$ cat src/rtl/tone_arbiter.sv
// Fixed-priority arbiter sharing one piezo tone generator between an alert port (0) and a melody port (1).
// Optional feature: define TONE_ARB_PREEMPT_EN to let an alert request abort a playing melody note.
module tone_arbiter #(
  parameter int PW      = 17,
  parameter int DW      = 27,
  parameter int GAP_CYC = 1000000
) (
  input  logic          clk,
  input  logic          rb,
  input  logic          req0,
  input  logic [PW-1:0] period0,
  input  logic [DW-1:0] dur0,
  output logic          ack0,
  output logic          done0,
  input  logic          req1,
  input  logic [PW-1:0] period1,
  input  logic [DW-1:0] dur1,
  output logic          ack1,
  output logic          done1,
  output logic          abort1,
  output logic          buzzer,
  output logic          busy,
  output logic          owner
);

  typedef enum logic [1:0] {IDLE, PLAY, GAP} state_t;

  localparam logic [DW-1:0] GAP_LAST = DW'(GAP_CYC - 1);

  state_t        state_q;
  logic [PW-1:0] period_q;
  logic [DW-1:0] dur_q;
  logic [PW-1:0] tone_cnt_q;
  logic [DW-1:0] dur_cnt_q;
  logic [DW-1:0] gap_cnt_q;
  logic          ack0_q, ack1_q, done0_q, done1_q, abort1_q;
  logic          buzzer_q, busy_q, owner_q;

  logic          grant_idle;
  logic          preempt;
  logic          grant;
  logic [PW-1:0] g_period;
  logic [DW-1:0] g_dur_raw;
  logic [DW-1:0] g_dur;

  // Port 0 always wins; during a preemption req0 is high, so the same mux serves both cases.
  assign g_period   = req0 ? period0 : period1;
  assign g_dur_raw  = req0 ? dur0 : dur1;
  assign g_dur      = (g_dur_raw == '0) ? DW'(1) : g_dur_raw;
  assign grant_idle = (state_q == IDLE) && (req0 || req1);

`ifdef TONE_ARB_PREEMPT_EN
  assign preempt = (state_q == PLAY) && owner_q && req0;
`else
  assign preempt = 1'b0;
`endif

  assign grant = grant_idle || preempt;

  always_ff @(posedge clk or posedge rb) begin
    if (rb) begin
      state_q    <= IDLE;
      period_q   <= '0;
      dur_q      <= '0;
      tone_cnt_q <= '0;
      dur_cnt_q  <= '0;
      gap_cnt_q  <= '0;
      ack0_q     <= 1'b0;
      ack1_q     <= 1'b0;
      done0_q    <= 1'b0;
      done1_q    <= 1'b0;
      abort1_q   <= 1'b0;
      buzzer_q   <= 1'b1;
      busy_q     <= 1'b0;
      owner_q    <= 1'b0;
    end else begin
      ack0_q   <= 1'b0;
      ack1_q   <= 1'b0;
      done0_q  <= 1'b0;
      done1_q  <= 1'b0;
      abort1_q <= 1'b0;
      if (grant) begin
        state_q    <= PLAY;
        period_q   <= g_period;
        dur_q      <= g_dur;
        tone_cnt_q <= '0;
        dur_cnt_q  <= '0;
        ack0_q     <= req0;
        ack1_q     <= ~req0;
        owner_q    <= ~req0;
        abort1_q   <= preempt;
        buzzer_q   <= (g_period == '0);
        busy_q     <= 1'b1;
      end else begin
        case (state_q)
          PLAY: begin
            dur_cnt_q <= dur_cnt_q + 1'b1;
            if (dur_cnt_q == dur_q - 1'b1) begin
              done0_q   <= ~owner_q;
              done1_q   <= owner_q;
              buzzer_q  <= 1'b1;
              gap_cnt_q <= '0;
              state_q   <= GAP;
            end else if (period_q != '0) begin
              if (tone_cnt_q == period_q - 1'b1) begin
                buzzer_q   <= ~buzzer_q;
                tone_cnt_q <= '0;
              end else begin
                tone_cnt_q <= tone_cnt_q + 1'b1;
              end
            end
          end
          GAP: begin
            buzzer_q <= 1'b1;
            if (gap_cnt_q == GAP_LAST) begin
              state_q <= IDLE;
              busy_q  <= 1'b0;
            end else begin
              gap_cnt_q <= gap_cnt_q + 1'b1;
            end
          end
          default: begin
            buzzer_q <= 1'b1;
            busy_q   <= 1'b0;
          end
        endcase
      end
    end
  end

  assign ack0   = ack0_q;
  assign ack1   = ack1_q;
  assign done0  = done0_q;
  assign done1  = done1_q;
  assign abort1 = abort1_q;
  assign buzzer = buzzer_q;
  assign busy   = busy_q;
  assign owner  = owner_q;

endmodule

$ cat config.mk
export PLATFORM = sky130hd
export DESIGN_NAME = tone_arbiter
export DESIGN_NICKNAME = d
export VERILOG_FILES = /design/src/rtl/tone_arbiter.sv
export SDC_FILE = /design/constraint.sdc
export NUM_CORES = 1
export LEC_CHECK = 0
export ABC_CLOCK_PERIOD_IN_PS = 6450
export CORE_MARGIN = 1.5
export CORE_UTILIZATION = 41
export CTS_CLUSTER_DIAMETER = 40
export CTS_CLUSTER_SIZE = 14
export DETAILED_ROUTE_END_ITERATION = 8
export GPL_TIMING_DRIVEN = 0
export PLACE_DENSITY = 0.59
export SKIP_CTS_REPAIR_TIMING = 1
export SLEW_MARGIN = 40
export SYNTH_ARGS = -nofsm -noshare
export SYNTH_HDL_FRONTEND = slang
export SYNTH_SLANG_ARGS = --single-unit
$ cat constraint.sdc
create_clock -name clk -period 6.45 [get_ports clk]
set_input_delay 1.29 -clock clk [delete_from_list [all_inputs] [get_ports clk]]
set_output_delay 1.29 -clock clk [all_outputs]
set_load 0.1 [all_outputs]
-- Yosys cells after proc, flatten, opt, wreduce, memory -nomap -nowiden
Index checks and enable logic that the tools add are counted.
- flip-flop bits (word level): 124
- bits in latches: 0
- bits in writable memories: 0
- bits in read-only memories: 0
- input port bits: 92
- logic and storage cells: 83
- memories kept: 0
- add/subtract/negate cells: 5
- multipliers: 0
- div/mod/pow operators: 0
- magnitude comparators: 0
- equal/unequal tests: 13
- shift operators: 0
- muxes and demuxes: 33
- bitwise operators: 4
- reduce and logical (&&, ||, !) cells: 15
- operators by type and width (cell ; count):
    two-way mux 27 bit ; 6
    two-way mux 17 bit ; 6
    adder 27 x 1 -> 27 bit (second input constant) ; 2
    case mux 27 bit (2 select lines) ; 1
    == test 27 x 20 -> 1 bit (second input constant) ; 1
    == test 27 bit ; 1
    logical NOT 27 bit ; 1
    subtractor 27 x 1 -> 27 bit (second input constant) ; 1
    adder 17 x 1 -> 17 bit (second input constant) ; 1
    == test 17 bit ; 1
    logical NOT 17 bit ; 1
    nonzero test 17 bit ; 1
    subtractor 17 x 1 -> 17 bit (second input constant) ; 1
    two-way mux 1 bit ; 15
    != test 2 bit (second input constant) ; 4
    != test 4 bit (second input constant) ; 2
    two-way mux 2 bit ; 3
    != test 3 bit (second input constant) ; 2
    AND reduction 3 bit ; 2
    nonzero test 2 bit ; 3
    inverter 1 bit ; 4
    case mux 2 bit (2 select lines) ; 1
    AND reduction 2 bit ; 2
    AND reduction 4 bit ; 1
    other kinds (7) ; 7

-- Logic depth before layout (Yosys ltp)
Gate-level depths: netlist of run 1.
- depth after elaboration: 7
- gate-level depth with buffers: 13
- mapped depth without buffers: 10

-- Worst setup path before layout of run 1
No wires, ideal clock.
- path kind: register -> register
- start point: reg period_q[2]
- end point: reg tone_cnt_q[10]
- setup time: 0.122 ns
- data arrival time: 2.884 ns
- data required time: 6.328 ns
- path slack: 3.445 ns
- cell stages (with the launch flop): 13
- buffers on the path: 4
- period minus slack after synthesis: 3.005 ns
- cells stage by stage: dfrtp_1 -> buf_6 -> or4_4 -> buf_6 -> or3_4 -> o21a_1 -> a2111oi_0 -> and4_1 -> and2_1 -> buf_6 -> nor3_4 -> buf_6 -> a32o_1
- word-level cells in the longest chain between the ends: 7
- elaborated cells on any way between the ends: 10
- ends and longest elaborated chain (what ; RTL line ; RTL):
    start, declared ; 31 ; logic [PW-1:0] period_q;
    start signal, assigned ; 84 ; period_q <= g_period;
    subtractor 17 x 1 -> 17 bit ; 105 ; if (tone_cnt_q == period_q - 1'b1) begin
    == test 17 bit ; 105 ;
    two-way mux 17 bit ; 105 ;
    two-way mux 17 bit ; 104 ; end else if (period_q != '0) begin
    two-way mux 17 bit ; 98 ; if (dur_cnt_q == dur_q - 1'b1) begin
    two-way mux 17 bit ; 95 ; case (state_q)
    two-way mux 17 bit ; 82 ; if (grant) begin
    end signal, assigned ; 109 ; tone_cnt_q <= tone_cnt_q + 1'b1;
    end, declared ; 33 ; logic [PW-1:0] tone_cnt_q;
Parallel ways exist; a longest one is shown, timed or not. The select of a mux whose other input is x is not followed.
A chain may end at the register's enable or synchronous reset.

-- Worst setup path after layout of run 1
- start point: reg dur_q[12]
- end point: reg gap_cnt_q[7]
- word-level cells in the longest chain between the ends: 4
- ends and longest elaborated chain (what ; RTL line ; RTL):
    start, declared ; 32 ; logic [DW-1:0] dur_q;
    start signal, assigned ; 85 ; dur_q <= g_dur;
    subtractor 27 x 1 -> 27 bit ; 98 ;
    == test 27 bit ; 98 ;
    != test 2 bit (no source line) ; -- ;
    AND reduction 4 bit (no source line) ; -- ;
    end signal, assigned ; 119 ; gap_cnt_q <= gap_cnt_q + 1'b1;
    end, declared ; 35 ; logic [DW-1:0] gap_cnt_q;
Every way passes these cells.

==> impl_metrics.tcl, run 1 <==
set metrics [dict create \
    critical_path_class "flip-flop to flip-flop" \
    placeableCoreArea_mm2 0.0203 \
    layout.cells.most_common_list "sky130_fd_sc_hd__dfrtp_1 (123), sky130_fd_sc_hd__nand2_1 (91), sky130_fd_sc_hd__clkdlybuf4s50_1 (91)" \
    power_per_cell_area_mw_per_mm2 185 \
    netlist-cell-type-count 83 \
    r2r.worst_path.cells 9 \
    final_hold_viol_count 0 \
    initial_core_util_pct 41.9 \
    synth.cell_area_mm2 0.00851 \
    grt_max_degree 73 \
    crit_path_start "dur_q[12]" \
    startpoint_class_of_the_critical_path "flip-flop" \
    dieHeight_um 147 \
    timing_max_transition_violations_final 0 \
    dr.first_iter.drc_count 542 \
    crit_fanout 10 \
    drt-vias-per-instance 5.81 \
    worst_skew_pair.late_latency_ps 420 \
    floorplan.die_area_mm2 0.0216 \
    cts_root_buf "sky130_fd_sc_hd__clkbuf_16" \
    synth_enable_flop_cells 0 \
    met1_length_um 12200 \
    tritoncts_num_sinks 124 \
    nets 1200 \
    min_path_type "flip-flop to flip-flop" \
    ios 100 \
    timing.slew.headroom_pct 40.6 \
    maxClockFrequency_mhz 270 \
    grt_pass1_vias 7794 \
    netlist_instances 981 \
    grt-ovfl-total 0 \
    worst-endpoint-arrival_ps 3990 \
    port_buffers 98 \
    dr_wl_met2_um 11400 \
    top_signal_layer_used "met4" \
    final_antenna_net_count 0 \
    cellLeakagePower_uw 0.00438 \
    detailroute.wirelength.met3_um 1180 \
    synth.net_count 1082 \
    place_inst 1350 \
    global_route_wire_length_before_repair_um 41600 \
    crit_end_element "flip-flop" \
    fraction_of_the_yosys_area_taken_by_sequential_cells_pct 36.5 \
    max-vdd-ir-drop_mv 0.147 \
    setup_skew_after_layout_ps 5.36 \
    ys_ff_latch 124 \
    synth.avg_cell_area_um2 8.68 \
    dp_hpwl_um 19300 \
    drive_above_1_share_pct 7.82 \
    fillers 1967 \
    drc 0 \
    area_growth_from_synthesis_to_layout_pct 23.2 \
    clk_pin_slew_ps 60 \
    placementRows 52 \
    final_common_cell "sky130_fd_sc_hd__dfrtp_1" \
    fin_tns_setup_ps 0 \
    tritoncts.num_buffers 17 \
    setup_repair_after_global_routing_missed_its_margin "false" \
    cap_violations 0 \
    tritoncts "done" \
    dieWidth_um 147 \
    timing.rr.end "gap_cnt_q[7]" \
    ys_async_sr_fraction_pct 100 \
    min_period_ps 3700 \
    gp_congestion 0.873 \
    synth_flop_cell "sky130_fd_sc_hd__dfrtp_1" \
    fin_cells 1382 \
    report.final.setup_viol 0 \
    timing.critical_path.to "gap_cnt_q[7]" \
    crit_reg_reg_startpoint "dur_q[12]" \
    cts-htree-levels 4 \
    tightestPinTransition_ps 882 \
    grt_antenna_before_repair 0 \
    num_antenna_cells 0 \
    drt-pass1-iter-count 5 \
    routed_wl_um 25100 \
    final.period_utilization_pct 57.3 \
    run_status "complete, no violations" \
    clock_path_buffers 2 \
    grt_use_total_pct 24.3 \
    synth_warnings 0 \
    critPathRequiredTime_ps 6740 \
    rrSetupSlack_ps 2750 \
    wire_per_inst_um 18.2 \
    num_vias 8028 \
]
[metal layers]
metal  global-route usage (%)  up-vias
met5                        0        -
met4                     7.80        0
met3                     3.79       33
met2                     37.7      221
met1                     34.6     3874
li1                         -     3900
[sequential cells by signal (all words and copies together) (netlist names)]
name and count:
dur_cnt_q 27, dur_q 27, done1 1, period_q 17, ack0 1, done0 1
tone_cnt_q 17, ack1 1, busy 1, buzzer 1, owner 1, state_q 2
gap_cnt_q 27
[through the flow]
step / hold slack (ps) / setup slack (ps) / area, um2 / power (uW) / utilization [%]
global placement: 502 / -163 / 9830 / 912 / 48.4
floorplan: 467 / 1860 / 8510 / 833 / -
CTS: 514 / 2820 / 10500 / 1960 / 51.7
finish: 510 / 2750 / 10500 / 1940 / 51.7
detailed placement: 500 / 2430 / 9840 / 914 / 48.5
global route: 544 / 2430 / 10500 / 2010 / 51.7
[cells in the mapped netlist (12+ instances only)]
cell type | instances | area share (%)
sky130_fd_sc_hd__dfrtp_1 | 123 | 36
sky130_fd_sc_hd__nand2_1 | 91 | 4.0
sky130_fd_sc_hd__nor2_1 | 80 | 3.5
sky130_fd_sc_hd__o21ai_0 | 79 | 4.6
sky130_fd_sc_hd__mux2i_1 | 47 | 5.5
sky130_fd_sc_hd__nand3_1 | 45 | 2.6
sky130_fd_sc_hd__xor2_1 | 41 | 4.2
sky130_fd_sc_hd__clkbuf_1 | 40 | 1.8
sky130_fd_sc_hd__nor4_1 | 34 | 2.5
sky130_fd_sc_hd__xnor2_1 | 32 | 3.3
sky130_fd_sc_hd__nor3_1 | 28 | 1.6
sky130_fd_sc_hd__nand4_1 | 26 | 1.9
sky130_fd_sc_hd__inv_1 | 22 | 0.97
sky130_fd_sc_hd__a21oi_1 | 21 | 1.2
sky130_fd_sc_hd__o31ai_1 | 19 | 1.7
sky130_fd_sc_hd__a31oi_1 | 15 | 1.1
sky130_fd_sc_hd__and3_1 | 15 | 1.1
sky130_fd_sc_hd__o211ai_1 | 13 | 1.1
sky130_fd_sc_hd__a32o_1 | 12 | 1.4
sky130_fd_sc_hd__or3_1 | 12 | 0.88
[report_power, final]
| group | switching, uW | internal [uW] | total [uW] | leakage [uW] |
|---|---|---|---|---|
| combinational | 53.5 | 66.8 | 120 | 0.00240 |
| clock | 375 | 670 | 1050 | 0.000306 |
| sequential | 0 | 778 | 778 | 0.00167 |
[worst max-delay path, cell delays in order, from the launching register on]
cell,delay (ps)
sky130_fd_sc_hd__dfrtp_1,350
sky130_fd_sc_hd__clkbuf_1,230
sky130_fd_sc_hd__nor4_2,500
sky130_fd_sc_hd__nand4_1,320
sky130_fd_sc_hd__o41ai_1,740
sky130_fd_sc_hd__nand2_1,250
sky130_fd_sc_hd__o32a_1,540
sky130_fd_sc_hd__clkbuf_1,300
sky130_fd_sc_hd__o21ai_0,230
sky130_fd_sc_hd__o31ai_1,100
[cell type report]
type	instances	area, um2	area share [%]
timing repair buffer	99	973	9.28
clock inverter	13	188	1.79
clock buffer	19	453	4.32
tap	270	338	3.22
sequential	124	3100	29.6
buffer	60	289	2.75
inverter	22	90.1	0.859
multi-input combinational	775	5060	48.2
[how the worst min path moves through the flow]
stage          cells past startpoint  slack, ps            end           from
5_1_grt                            1        540  gap_cnt_q[12]  gap_cnt_q[12]
2_1_floorplan                      1        470   gap_cnt_q[9]   gap_cnt_q[9]
6_report                           1        510   gap_cnt_q[4]   gap_cnt_q[4]
3_5_place_dp                       1        500   gap_cnt_q[3]   gap_cnt_q[3]
3_3_place_gp                       1        500  gap_cnt_q[12]  gap_cnt_q[12]
4_1_cts                            1        510   gap_cnt_q[3]   gap_cnt_q[3]
[cell families (layout without fill, tap and decap cells)]
kind of cell             Yosys count  count (layout)  synth area share, %
buffers and inverters             82             213                 4.35
XOR/XNOR                          74              74                 7.77
AO/OA/AOI/OAI                    231             231                 18.1
multiplexers                      49              49                 5.79
AND/OR/NAND/NOR                  411             411                 26.1
adder cells (fa/ha/maj)            9               9                 1.32
flip-flops                       124             124                 36.5
other                              1               1               0.0440
Note: power is estimated with default switching activity, not from simulation.
==> run 2: changes to the inputs <==
- ABC_CLOCK_PERIOD_IN_PS: 6450 -> 3850
- clock period: 6.45 -> 3.85 ns (I/O delays scaled with it)
==> run 2 against run 1 <==
Net effect:
- critical path depth rose by 1
- cell count grew 0.29%
- utilization increased by 0.75 points
- via count decreased by 1.1%
- critical endpoint is now gap_cnt_q[23]
- sequential share of layout area is 0.42 points lower
- non-clock buffer count is 4 higher
- register-to-register slack lost 2500 ps
- final area is 1.5% higher
- wire length up 0.12%
- largest power group unchanged
==> impl_metrics.tcl, run 2 (same netlist as run 1, synthesis figures left out) <==
set metrics [dict create \
    run_status "complete, no violations" \
    worst_skew_pair.late_latency_ps 430 \
    floorplan.die_area_mm2 0.0216 \
    max-vdd-ir-drop_mv 0.230 \
    postLayoutCoreUtil_pct 52.4 \
    initial_core_util_pct 41.9 \
    nets 1204 \
    drt-vias-per-instance 5.73 \
    placeableCoreArea_mm2 0.0203 \
    power.internal_uw 2580 \
    startpoint_class_of_the_critical_path "flip-flop" \
    share_clk_of_total_power_pct 54.0 \
    sequentialPowerShare_pct 39.4 \
    global_route_wire_length_before_repair_um 41200 \
    clk_pin_slew_ps 60 \
    crit_fanout 10 \
    worst-endpoint-arrival_ps 3890 \
    setup_repair_after_global_routing_missed_its_margin "false" \
    grt_antenna_before_repair 0 \
    cts_root_buf "sky130_fd_sc_hd__clkbuf_16" \
    gp_congestion 0.853 \
    critical-path-top-cell-by-count "sky130_fd_sc_hd__clkbuf_1" \
    tightestPinTransition_ps 784 \
    cap_violations 0 \
    grt_max_degree 24 \
    final_hold_viol_count 0 \
    grt_pass1_vias 7819 \
    dp_hpwl_um 19500 \
    num_vias 7939 \
    power_per_cell_area_mw_per_mm2 311 \
    port_buffers 98 \
    tritoncts_num_sinks 124 \
    final_common_cell "sky130_fd_sc_hd__dfrtp_1" \
    area_growth_from_synthesis_to_layout_pct 25.0 \
    setup_skew_after_layout_ps 10.8 \
    tritoncts "done" \
    fin_tns_setup_ps 0 \
    grt-ovfl-total 0 \
    critical_path_class "flip-flop to flip-flop" \
    min_path_type "flip-flop to flip-flop" \
    timing.critical_path.cells "clkbuf_1 > nor4_2 > nand4_1 > or4_1 > o21ai_2 > nand2_1 > o32a_1 > clkbuf_1 > o21ai_0 > o31ai_1" \
    power.share.switching_pct 22.0 \
    critPathRequiredTime_ps 4140 \
    final_antenna_net_count 0 \
    worstPathBufferInverterCount 2 \
    final.period_utilization_pct 93.4 \
    num_antenna_cells 0 \
    critPathSlowestCell "sky130_fd_sc_hd__or4_1" \
    drt-pass1-iter-count 5 \
    cts-htree-levels 4 \
    routed_wl_um 25200 \
    largest_registers "dur_cnt_q: 27 flops, dur_q: 27 flops, gap_cnt_q: 27 flops" \
    worstHoldPathCells 1 \
    grt_use_total_pct 24.1 \
    crit_end_element "flip-flop" \
    wire_per_inst_um 18.2 \
    slowest_delay_ps 580 \
    clock_path_buffers 2 \
    min_period_ps 3590 \
    dr.first_iter.drc_count 581 \
    crit_reg_reg_startpoint "dur_q[12]" \
    rrSetupSlack_ps 260 \
    cellLeakagePower_uw 0.00443 \
    timing.rr.end "gap_cnt_q[23]" \
    p_switching_uw 729 \
    dieWidth_um 147 \
    power_frac_comb_pct 6.6 \
    ios 100 \
    critical_path.top_delay_family "simple AND/OR/NAND/NOR gates" \
    layout.cells.most_common_list "sky130_fd_sc_hd__dfrtp_1 (123), sky130_fd_sc_hd__nand2_1 (91), sky130_fd_sc_hd__clkdlybuf4s50_1 (91)" \
    maxClockFrequency_mhz 278 \
    drive_above_1_share_pct 8.24 \
    placementRows 52 \
    timing.slew.headroom_pct 47.3 \
    r2r.worst_path.cells 10 \
    crit_path_start "dur_q[12]" \
    timing_max_transition_violations_final 0 \
    min-delay-start "gap_cnt_q[5]" \
    drc 0 \
    hold-path-endpoint "gap_cnt_q[5]" \
    dieHeight_um 147 \
    report.final.setup_viol 0 \
    fillers 1918 \
    tritoncts.num_buffers 17 \
]
run 2: final cells by class:
| cell class | count | area, um2 | share of cell area (%) |
|---|---|---|---|
| inverters | 22 | 86.3 | 0.811 |
| multi-input cells | 775 | 5080 | 47.7 |
| well taps | 270 | 338 | 3.17 |
| plain buffers | 59 | 284 | 2.67 |
| clock buffers | 18 | 429 | 4.03 |
| repair buffers | 104 | 1100 | 10.4 |
| clock inverters | 14 | 220 | 2.07 |
| flip-flops and latches | 124 | 3100 | 29.2 |
run 2: how the worst max path moves through the flow:
stage                     end  cells after the start
3_5_place_dp     gap_cnt_q[8]                      9
4_1_cts          gap_cnt_q[8]                      9
5_1_grt          gap_cnt_q[7]                     10
3_3_place_gp      period_q[3]                      2
2_1_floorplan  tone_cnt_q[10]                     12
6_report        gap_cnt_q[23]                     10
run 2: metrics by stage:
stage	power [uW]	std cells	worst slack, ps	hold slack (ps)	area [um2]
floorplan	1400	981	845	467	8520
global placement	1530	1349	262	493	9840
detailed placement	1550	1355	248	505	9970
CTS	3330	1387	236	516	10600
global route	3400	1386	34.9	524	10600
finish	3310	1386	256	514	10600
run 2: worst reg2reg max path: stages, from the launching register on:
cell and delay, ps:
sky130_fd_sc_hd__dfrtp_1 350, sky130_fd_sc_hd__clkbuf_1 210, sky130_fd_sc_hd__nor4_2 510, sky130_fd_sc_hd__nand4_1 300, sky130_fd_sc_hd__or4_1 580, sky130_fd_sc_hd__o21ai_2 210
sky130_fd_sc_hd__nand2_1 160, sky130_fd_sc_hd__o32a_1 510, sky130_fd_sc_hd__clkbuf_1 300, sky130_fd_sc_hd__o21ai_0 220, sky130_fd_sc_hd__o31ai_1 90
run 2: power by group through the flow:
stage	combinational [uW]	sequential, uW	clock [uW]
floorplan	68.8	1330	0
global placement	200	1330	0
detailed placement	221	1330	0
CTS	221	1300	1800
global route	235	1300	1860
finish	218	1300	1790
run 2: routing by layer:
| metal | vias up | global-route usage (%) | wire (um) | part of all wire (%) |
|---|---|---|---|---|
| met5 | - | 0 | 0 | 0 |
| met4 | 0 | 6.30 | 395 | 1.6 |
| met3 | 24 | 4.72 | 1180 | 4.7 |
| met2 | 208 | 38.2 | 11400 | 45 |
| met1 | 3800 | 33.6 | 12200 | 49 |
| li1 | 3907 | - | - | - |
==> RTL edit, RTL diff (settings of run 2) <==
Change the parameter `PW` from 17 to 34.
--- a/src/rtl/tone_arbiter.sv
+++ b/src/rtl/tone_arbiter.sv
@@ -1,7 +1,7 @@
 // Fixed-priority arbiter sharing one piezo tone generator between an alert port (0) and a melody port (1).
 // Optional feature: define TONE_ARB_PREEMPT_EN to let an alert request abort a playing melody note.
 module tone_arbiter #(
-  parameter int PW      = 17,
+  parameter int PW      = 34,
   parameter int DW      = 27,
   parameter int GAP_CYC = 1000000
 ) (
Interface: changed (resized period0 and period1); port bits go from 100 to 134. The function was not compared with the original's and may differ.
==> RTL edit against run 2 <==
Sequential cell count rose by 34; setup slack got worse by 0.18 ns; first-iteration DRC count rose by 17%; maximum frequency fell by 4.7%; sequential power rose by 28%; wire length rose by 34%; critical endpoint is now gap_cnt_q[11]$_DFFE_PP0P_; global-route usage rose by 1.6 points; cell area rose by 26%; utilization rose by 0.95 points; synthesized cell count rose by 26%; via count rose by 27%; power rose by 13%; area after synthesis rose by 24%.
==> RTL edit: results (changes against run 2) <==
Finish
The final cell count without fillers is 1754 (+27%). The count of non-CTS inverters in the layout is 34 (+55%). The layout multi-input combinational cell count is 979 (+26%). The clock network contribution to total cell area is 4.430% (-1.7 points). The largest registers in the layout are period_q (34), tone_cnt_q (34). The total number of nets in the final design came to 1546 (+28%).

The sequential cell count is 158 (+27%).

Logic synthesis
The area fraction in compound gates after synthesis is 14.81% (-3.3 points). In the synthesized netlist, the cells that appear most often are sky130_fd_sc_hd__dfrtp_1, sky130_fd_sc_hd__nand2_1, sky130_fd_sc_hd__o21ai_0. In the post-synthesis netlist, the biggest area contributors are sky130_fd_sc_hd__dfrtp_1, sky130_fd_sc_hd__xnor2_1, sky130_fd_sc_hd__mux2i_1, sky130_fd_sc_hd__o21ai_0, sky130_fd_sc_hd__nand2_1.

The fraction of synthesized cell area in xor and xnor cells is 9.319% (+1.5 points). The number of instances in the synthesized netlist was 1237 (+26%). The portion of netlist area occupied by mux cells is 6.395% (+0.60 points). The share of synthesized area occupied by flip-flops and latches was 37.57% (+1.1 points).

Place
The post-place setup slack was -0.4999 ns (-0.7483 ns). The number of instances in the placed design was 1707 (+26%). The final RePlAce weighted congestion is 0.9022 (+5.7%).

The estimated wirelength of the detail-placed design came to 25950 um (+33%).

Routing
The total number of vias was 10045 (+27%). The length of routed met3 wiring is 1505 um (+28%). The met2 wirelength from detailed routing came to 16010 um (+41%).

Setup path
The slack of the worst reg-to-reg path is 0.08 ns (-0.18 ns). The critical-path cell with the highest stage delay is sky130_fd_sc_hd__or4_4.

Power
The net switching power figure is 0.9040 mW (+24%). The static leakage is 5.402 nW (+22%). The peak ir drop on the vdd network came to 0.2339 mV (+1.6%).

Status
The flow ran to the end, and the final reports show no timing, DRC or antenna violations.

Global route
The first-pass GRT wire length is 52680 um (+28%). The via count of the first global-routing pass was 9472 (+21%). The total routing resource utilization after global routing is 25.64% (+1.6 points).

STA
The final-layout worst hold slack is 0.4570 ns (-0.05665 ns). The final worst clock skew is 0.01454 ns (+0.003766 ns). The post-route worst setup slack is 0.07890 ns (-0.1770 ns).
[RTL edit: changes by cell type in the layout (fill, tap and decap cells not counted), moves of 18 or more]
cell                              change
sky130_fd_sc_hd__nor3_1              +25
sky130_fd_sc_hd__o21ai_0             +32
sky130_fd_sc_hd__dfrtp_1             +31
sky130_fd_sc_hd__nand2_1             +34
sky130_fd_sc_hd__xnor2_1             +44
sky130_fd_sc_hd__clkdlybuf4s50_1     +34
sky130_fd_sc_hd__mux2i_1             +18
[RTL edit: metal layers]
| metal | vias up | global-route usage [%] |
|---|---|---|
| met5 | - | 0 |
| met4 | 0 | 7.965 |
| met3 | 43 | 3.606 |
| met2 | 250 | 41.93 |
| met1 | 4888 | 34.98 |
| li1 | 4864 | - |
[RTL edit: worst paths after layout]
path / start / endpoint / depth (start not counted)
max: dur_q[1]$_DFFE_PP0P_ / gap_cnt_q[11]$_DFFE_PP0P_ / 11
min: owner$_DFFE_PP0P_ / done0$_DFF_PP0_ / 1
max reg2reg: dur_q[1]$_DFFE_PP0P_ / gap_cnt_q[11]$_DFFE_PP0P_ / 11
min reg2reg: owner$_DFFE_PP0P_ / done0$_DFF_PP0_ / 1
max in group asynchronous: rb / period_q[22]$_DFFE_PP0P_ / 6
min in group asynchronous: rb / done0$_DFF_PP0_ / 2
[RTL edit: kinds of logic (layout without fill, tap and decap cells)]
group,after synthesis,in the layout
compound gates,246,246
mux,67,67
other cells,1,1
flops,158,158
buf+inv,100,287
fa+ha+maj,9,9
simple gates,544,544
xor+xnor,112,112
[RTL edit: power by group through the flow]
stage          clock network (mW)  logic [mW]  registers, mW
2_1_floorplan                   0      0.0902           1.69
3_3_place_gp                    0       0.276           1.69
3_5_place_dp                    0       0.302           1.69
4_1_cts                      1.79       0.303           1.66
5_1_grt                      1.87       0.322           1.66
6_report                     1.76       0.300           1.66
